### config.mk
export PLATFORM = sky130hd
export DESIGN_NAME = add_subb_serial
export DESIGN_NICKNAME = d
export VERILOG_FILES = /design/src/rtl/add_subb_serial_pkg.sv /design/src/rtl/add_subb_serial_digit.sv /design/src/rtl/add_subb_serial.sv
export SDC_FILE = /design/constraint.sdc
export NUM_CORES = 1
export LEC_CHECK = 0
export CORE_MARGIN = 1.5
export CORE_UTILIZATION = 52
export DETAILED_ROUTE_END_ITERATION = 8
export PLACE_DENSITY = 0.77
export RECOVER_POWER = 100
export SLEW_MARGIN = 10
export SYNTH_ARGS = -nofsm -noshare
export SYNTH_HDL_FRONTEND = slang
export SYNTH_SLANG_ARGS = --single-unit
### constraint.sdc
create_clock -name clk -period 3.6 [get_ports clk]
set_clock_uncertainty 0.1 [all_clocks]
set_input_delay 1.08 -clock clk [delete_from_list [all_inputs] [get_ports clk]]
set_output_delay 1.08 -clock clk [all_outputs]
set_load 0.05 [all_outputs]
### src/rtl/add_subb_serial_pkg.sv
// Shared definitions for the digit-serial adder/subtractor: FSM encoding and
// the digit-count / counter-width derivations used by the RTL and its bench.
package add_subb_serial_pkg;

    typedef enum logic [1:0] {
        IDLE = 2'd0,
        BUSY = 2'd1,
        DONE = 2'd2
    } state_t;

    // Digit carry spans 0..2 because each operand may contribute its own +1.
    localparam int CARRY_W = 2;

    function automatic int digit_count(input int w, input int d);
        return w / d;
    endfunction

    // One spare bit so the counter can step past N-1 without wrapping.
    function automatic int counter_width(input int n);
        return $clog2(n) + 1;
    endfunction

endpackage

### src/rtl/add_subb_serial_digit.sv
// Combinational D-bit slice: optionally inverts each operand digit and adds
// them with a 0..2 carry-in, returning the D-bit sum and a 0..2 carry-out.
module add_subb_serial_digit
    import add_subb_serial_pkg::*;
#(
    parameter int D = 4
) (
    input  logic [D-1:0]       a_k,
    input  logic [D-1:0]       b_k,
    input  logic               subb_a,
    input  logic               subb_b,
    input  logic [CARRY_W-1:0] cin,
    output logic [D-1:0]       sum,
    output logic [CARRY_W-1:0] cout
);

    logic [D-1:0]   a_eff;
    logic [D-1:0]   b_eff;
    logic [D+1:0]   total;

    for (genvar gi = 0; gi < D; gi++) begin : g_invert
        assign a_eff[gi] = a_k[gi] ^ subb_a;
        assign b_eff[gi] = b_k[gi] ^ subb_b;
    end

    assign total = (D+2)'(a_eff) + (D+2)'(b_eff) + (D+2)'(cin);
    assign sum   = total[D-1:0];
    assign cout  = total[D+1:D];

endmodule

### src/rtl/add_subb_serial.sv
// Digit-serial two's-complement add/subtract: captures operands, processes one
// D-bit digit per cycle LSB first, then presents s/c until the consumer accepts.
module add_subb_serial
    import add_subb_serial_pkg::*;
#(
    parameter int W = 16,
    parameter int D = 4
) (
    input  logic         clk,
    input  logic         rst,
    input  logic         in_valid,
    output logic         in_ready,
    input  logic         subb_a,
    input  logic         subb_b,
    input  logic [W-1:0] a,
    input  logic [W-1:0] b,
    output logic         out_valid,
    input  logic         out_ready,
    output logic [W-1:0] s,
    output logic         c
);

    localparam int N  = digit_count(W, D);
    localparam int CW = counter_width(N);
    localparam logic [CW-1:0] LAST_DIGIT = CW'(N - 1);

    state_t               state_reg;
    state_t               state_next;
    logic                 in_ready_reg;
    logic                 in_ready_next;
    logic                 out_valid_reg;
    logic                 out_valid_next;

    logic [W-1:0]         a_reg;
    logic [W-1:0]         b_reg;
    logic                 subb_a_reg;
    logic                 subb_b_reg;
    logic [CARRY_W-1:0]   carry_reg;
    logic [CW-1:0]        cnt_reg;
    logic [W-1:0]         res_reg;
    logic [W-1:0]         res_next;
    logic [W-1:0]         s_reg;
    logic                 c_reg;

    logic                 accept;
    logic                 busy;
    logic                 last_digit;
    logic [D-1:0]         digit_sum;
    logic [CARRY_W-1:0]   digit_cout;

    assign accept     = (state_reg == IDLE) && in_valid && in_ready_reg;
    assign busy       = (state_reg == BUSY);
    assign last_digit = busy && (cnt_reg == LAST_DIGIT);

    add_subb_serial_digit #(.D(D)) u_digit (
        .a_k    (a_reg[D-1:0]),
        .b_k    (b_reg[D-1:0]),
        .subb_a (subb_a_reg),
        .subb_b (subb_b_reg),
        .cin    (carry_reg),
        .sum    (digit_sum),
        .cout   (digit_cout)
    );

    // New digit enters at the top; after N shifts digit 0 sits at the LSB.
    assign res_next = W'({digit_sum, res_reg} >> D);

    always_ff @(posedge clk or negedge rst) begin
        if (!rst) begin
            state_reg     <= IDLE;
            in_ready_reg  <= 1'b0;
            out_valid_reg <= 1'b0;
        end else begin
            state_reg     <= state_next;
            in_ready_reg  <= in_ready_next;
            out_valid_reg <= out_valid_next;
        end
    end

    always_comb begin
        state_next = state_reg;
        unique case (state_reg)
            IDLE:    if (accept)     state_next = BUSY;
            BUSY:    if (last_digit) state_next = DONE;
            DONE:    if (out_ready)  state_next = IDLE;
            default:                 state_next = IDLE;
        endcase
    end

    // Handshake flags are registered from the next state so no input reaches
    // an output combinationally, and in_ready stays low throughout reset.
    always_comb begin
        in_ready_next  = 1'b0;
        out_valid_next = 1'b0;
        unique case (state_next)
            IDLE:    in_ready_next  = 1'b1;
            DONE:    out_valid_next = 1'b1;
            default: ;
        endcase
    end

    always_ff @(posedge clk or negedge rst) begin
        if (!rst) begin
            a_reg      <= '0;
            b_reg      <= '0;
            subb_a_reg <= 1'b0;
            subb_b_reg <= 1'b0;
            carry_reg  <= '0;
            cnt_reg    <= '0;
            res_reg    <= '0;
        end else if (accept) begin
            a_reg      <= a;
            b_reg      <= b;
            subb_a_reg <= subb_a;
            subb_b_reg <= subb_b;
            carry_reg  <= CARRY_W'(subb_a) + CARRY_W'(subb_b);
            cnt_reg    <= '0;
        end else if (busy) begin
            a_reg     <= a_reg >> D;
            b_reg     <= b_reg >> D;
            carry_reg <= digit_cout;
            cnt_reg   <= cnt_reg + CW'(1);
            res_reg   <= res_next;
        end
    end

    // Visible result only moves on the edge that enters DONE.
    always_ff @(posedge clk or negedge rst) begin
        if (!rst) begin
            s_reg <= '0;
            c_reg <= 1'b0;
        end else if (last_digit) begin
            s_reg <= res_next;
            c_reg <= digit_cout[0];
        end
    end

    assign in_ready  = in_ready_reg;
    assign out_valid = out_valid_reg;
    assign s         = s_reg;
    assign c         = c_reg;

endmodule

======== Word level (Yosys, flattened, before mapping) ========
Index checks and enable logic that the tools add are counted.
storage, ports and cells
  register bits ........................... 76
  bits of input ports ..................... 38
  logic and storage cells ................. 50
operators by class
  add/sub/neg operators ................... 4
  equality and inequality tests ........... 4
  multiplexer cells ....................... 14
  bitwise operators ....................... 9
  reductions and logical operators ........ 7
operators with widths
  cell                   count
  $mux W16               4
  $mux W2                5
  $xor A1 B1 Y1          8
  $add A6 B2 Y6          1
  $mux W3                2
  $pmux W2 S3            1
  $add A4 B4 Y5          1
  $eq A2 B2 Y1 const B   2
  $logic_not A2 Y1       2
  $add A3 B1 Y3 const B  1
  $eq A3 B2 Y1 const B   1
  $logic_and A1 B1 Y1    3
  $add A1 B1 Y2          1
  $eq A2 B1 Y1 const B   1
  $mux W1                2
  $reduce_and A2 Y1      1
  $reduce_bool A2 Y1     1
  $not A1 Y1             1

======== Logic depth before layout (Yosys ltp) ========
  word-level depth ........................ 7
  mapped depth ............................ 10
  gate-level depth less buffers ........... 9

======== By module ========
From an unflattened synthesis, not the netlist that was laid out.
second synthesis, totals
  cells, all modules ...................... 284
  area, all modules ....................... 3264.4 um^2
by module, submodules not included
  module                 times used  cells each  area an instance (um^2)  sequential area each (um^2)
  add_subb_serial        1           256         3001.6                   1801.7
  add_subb_serial_digit  1           28          262.8                    0.0

======== Least setup slack after synthesis ========
Ideal clock, no wire load.
  path kind ............................... reg2reg
  start ................................... register subb_b_reg
  end ..................................... register c_reg (netlist: c)
  library setup time ...................... 0.120 ns
  arrival ................................. 2.830 ns
  required time ........................... 3.380 ns
  setup slack ............................. 0.549 ns
  stages on the path, launching flop included .. 11
  buffers on the path ..................... 1
  cell sequence ........................... dfrtp_1 clkbuf_1 xor2_1 ha_1 fa_1 inv_1 fa_1 or2b_1 a2111oi_1 o21ai_1 a41o_1
between the ends
  longest elaborated chain between the ends .. 3
  elaborated cells on any way between the ends .. 6
ends and longest elaborated chain
  what                    RTL line                     RTL
  start, declared         add_subb_serial.sv:37        logic subb_b_reg;
  start signal, assigned  add_subb_serial.sv:115       subb_b_reg <= subb_b;
  $xor A1 B1 Y1           add_subb_serial_digit.sv:23  assign b_eff[gi] = b_k[gi] ^ subb_b;
  $add A4 B4 Y5 *         add_subb_serial_digit.sv:26  assign total = (D+2)'(a_eff) + (D+2)'(b_eff) + (D+2)'(cin);
  $add A6 B2 Y6 *         add_subb_serial_digit.sv:26
  end signal, assigned    add_subb_serial.sv:134       c_reg <= digit_cout[0];
  end, declared           add_subb_serial.sv:43        logic c_reg;
Mark *: on every way between the ends. The rest lies on a longest branch, timed or not.
A chain may end at the register's enable or synchronous reset.

======== Final worst setup path ========
Same ends and word-level chain as after synthesis.

==> flow_metrics.env <==
export IMPL_worstMarginPinSlew_ps=1570
export IMPL_clock_path_buffers=2
export IMPL_seq_power_share_pct=32.1
export IMPL_grt_pass1_vias=2304
export IMPL_syn_to_final_growth_pct=24.8
export IMPL_violations="capacitance limit, slew limit"
export IMPL_cellPowerDensity_nw_per_um2=1080
export IMPL_drt_pre_antenna_iters=4
export IMPL_row_count=28
export IMPL_finalCriticalPeriod_ps=3310
export IMPL_power_switching_mw=1.89
export IMPL_postSynthCellCount=309
export IMPL_drc=0
export IMPL_dp_cells=427
export IMPL_netlist_area_leader_share_pct=56.3
export IMPL_ys_top_cells_by_count="nand2_1, dfrtp_1, a22oi_1, o21ai_0, mux2_2"
export IMPL_synth_area_leader_cell="dfrtp_1"
export IMPL_finalCritPeriodShare_pct=91.9
export IMPL_critPathMaxStageDelay_ps=520
export IMPL_met3_usage_pct=4.78
export IMPL_leakagePower_nw=1.96
export IMPL_clkLatencyLatePin_ps=340
export IMPL_use_met1_pct=30.6
export IMPL_clk_pin_slew_worst_paths_ps=70
export IMPL_cp_max_fo=5
export IMPL_final_cells=443
export IMPL_p_sw_share_pct=43.9
export IMPL_nNetsFinal=412
export IMPL_finalSetupTns_ps=0
export IMPL_wl_mm=6.47
export IMPL_p_int_mw=2.41
export IMPL_async_flop_share_pct=100
export IMPL_grt_antenna_before_repair=0
export IMPL_syn_area_per_cell_sq_um=10.3
export IMPL_hold_depth=2
export IMPL_wl_per_cell_um=14.6
export IMPL_synth_nets=358
export IMPL_power_frac_clock_pct=13.9
export IMPL_critPathRequiredTime_ps=3740
export IMPL_combPwrFrac_pct=54.0
export IMPL_hold_path_class="flop to flop"
export IMPL_vdd_drop_max_v=0.000681
export IMPL_critPathSlowestCell="fa_1"
export IMPL_post_dp_hpwl_mm=4.51
export IMPL_vias=2358
export IMPL_grtUsageMet2_pct=33.1
export IMPL_first_iter_violations=160
export IMPL_num_antenna_cells=0
export IMPL_grt_usage_pct=21.8
export IMPL_slew_viol_final=31
export IMPL_grt_max_degree=47
export IMPL_cap_violations=1
export IMPL_synth_most_common_cell="nand2_1"
export IMPL_timing_critical_path_cells="xor2_1 -> ha_1 -> fa_1 -> inv_1 -> fa_1 -> or2b_1 -> a2111oi_0 -> o21ai_0 -> a41o_1"
export IMPL_ys_warn_count=0
export IMPL_ys_top_cells_by_area="dfrtp_1, nand2_1, a22oi_1"
export IMPL_final_hold_violation_count=0
export IMPL_maxSlewHeadroom_pct=-4.68
export IMPL_die_area_sq_um=6630
export IMPL_core_sq_um=5920
export IMPL_final_antenna_net_count=0
export IMPL_worstPathArrival_ps=3440
export IMPL_yosysSeqAreaShare_pct=56.3
export IMPL_overflow=0
export IMPL_hold_buffers=0
export IMPL_io_pins=57
export IMPL_cp_start_kind="flop"
export IMPL_top_usage_layer="met2"
export IMPL_tritoncts="done"
export IMPL_portBuffers=56
export IMPL_cts_max_level=3
export IMPL_critPathKind="flop to flop"
export IMPL_die_y_um=81.4
export IMPL_finalSetupViolCount=0
export IMPL_synth_area_sq_um=3200
export IMPL_reg2regPathDepth=9
export IMPL_crit_path_end_kind="flop"
export IMPL_drive_gt1_share_pct=9.24
export IMPL_status="finished with violations"
export IMPL_rsz0062_at_grt="false"
export IMPL_regArea_sq_um=1800
export IMPL_synthDistinctLibCells=33
export IMPL_vias_per_cell=5.32
export IMPL_hold_slack_ps=376
export IMPL_path_common_cell="fa_1"
export IMPL_root_buffer="clkbuf_8"
export IMPL_cts_sinks=72
export IMPL_synth_seq_cells=72
export IMPL_start_util_pct=54.0
export IMPL_multi_input_area_sq_um=1310
export IMPL_die_x_um=81.4
export IMPL_grt_pass1_wl_mm=10.8
export IMPL_timing_fmax_mhz=302
export IMPL_gp_congestion=0.830
export IMPL_cts_resized=0
export IMPL_cts_buffers=9
export IMPL_post_cts_buffers=0
export IMPL_synth_flop_cell="dfrtp_1"
export IMPL_n_fill_cell=478
export IMPL_synth_edf_count=0
==> cells in the final DEF (no fill, tap or decap), types with 2 or more instances in the layout <==
| cell | count |
|---|---|
| fa_1 | 2 |
| o21ai_0 | 19 |
| xor2_1 | 9 |
| clkbuf_1 | 5 |
| dfrtp_1 | 72 |
| a21o_1 | 2 |
| nand2_1 | 107 |
| clkdlybuf4s50_1 | 35 |
| clkinv_2 | 3 |
| mux2_2 | 15 |
| clkbuf_8 | 9 |
| xnor2_1 | 2 |
| dlygate4sd3_1 | 20 |
| nor2_1 | 3 |
| inv_1 | 4 |
| nand3_1 | 2 |
| clkbuf_2 | 2 |
| ha_1 | 9 |
| a22oi_1 | 25 |
| a21oi_1 | 4 |
==> logic make-up after synthesis <==
logic type,Yosys count,synth area share (%)
xor+xnor,12,3.76
compound gates,57,12.0
fa+ha+maj,11,4.77
mux,15,5.28
simple gates,120,15.1
flops,72,56.3
buf+inv,22,2.78
==> layout make-up <==
cell class                 count  area share [%]
sequential                    72            45.1
multi-input combinational    215            32.7
tap                           75            2.35
clock inverter                 4            1.13
inverter                       4           0.376
timing repair buffer          61            14.9
clock buffer                  12            3.38
==> power groups by stage <==
stage                     clock network, mW  registers, mW  logic (mW)
after floorplan                           0           1.64        1.45
after detailed placement                  0           1.41        2.38
after global placement                    0           1.39        2.30
after global routing                  0.650           1.43        2.57
after CTS                             0.609           1.39        2.39
final                                 0.597           1.38        2.32
==> critical path, delay by kind of cell (launching register included) <==
kind | cells | cell delay (ps)
flip-flops | 1 | 450
AO/OA/AOI/OAI | 3 | 940
AND/OR/NAND/NOR | 1 | 240
XOR/XNOR | 1 | 190
buffers and inverters | 1 | 60
adder cells (fa/ha/maj) | 3 | 1220
==> path summary, 6_finish.rpt <==
kind	start	end	slack, ps
max reg2reg	subb_b_reg	c	290
min	b_reg[8]	b_reg[8]	380
max in group asynchronous	rst	b_reg[3]	640
max	subb_b_reg	c	290
min in group asynchronous	rst	s[0]	1020
min reg2reg	b_reg[8]	b_reg[8]	380
==> stage by stage <==
step	area (sq um)	total power [mW]	setup slack [ps]	util, %
floorplan	3200	3.09	549	-
global placement	3850	3.68	536	65.1
detailed placement	3850	3.79	420	65.1
CTS	4030	4.39	402	68.1
global route	3990	4.65	138	67.4
finish	3990	4.30	293	67.4
==> per-layer routing <==
metal / share of wire [%] / wire (um)
met1: 47 / 3050
met2: 49 / 3170
met3: 2.5 / 159
met4: 1.4 / 90
met5: 0 / 0
(Power assumes the default switching activity.)
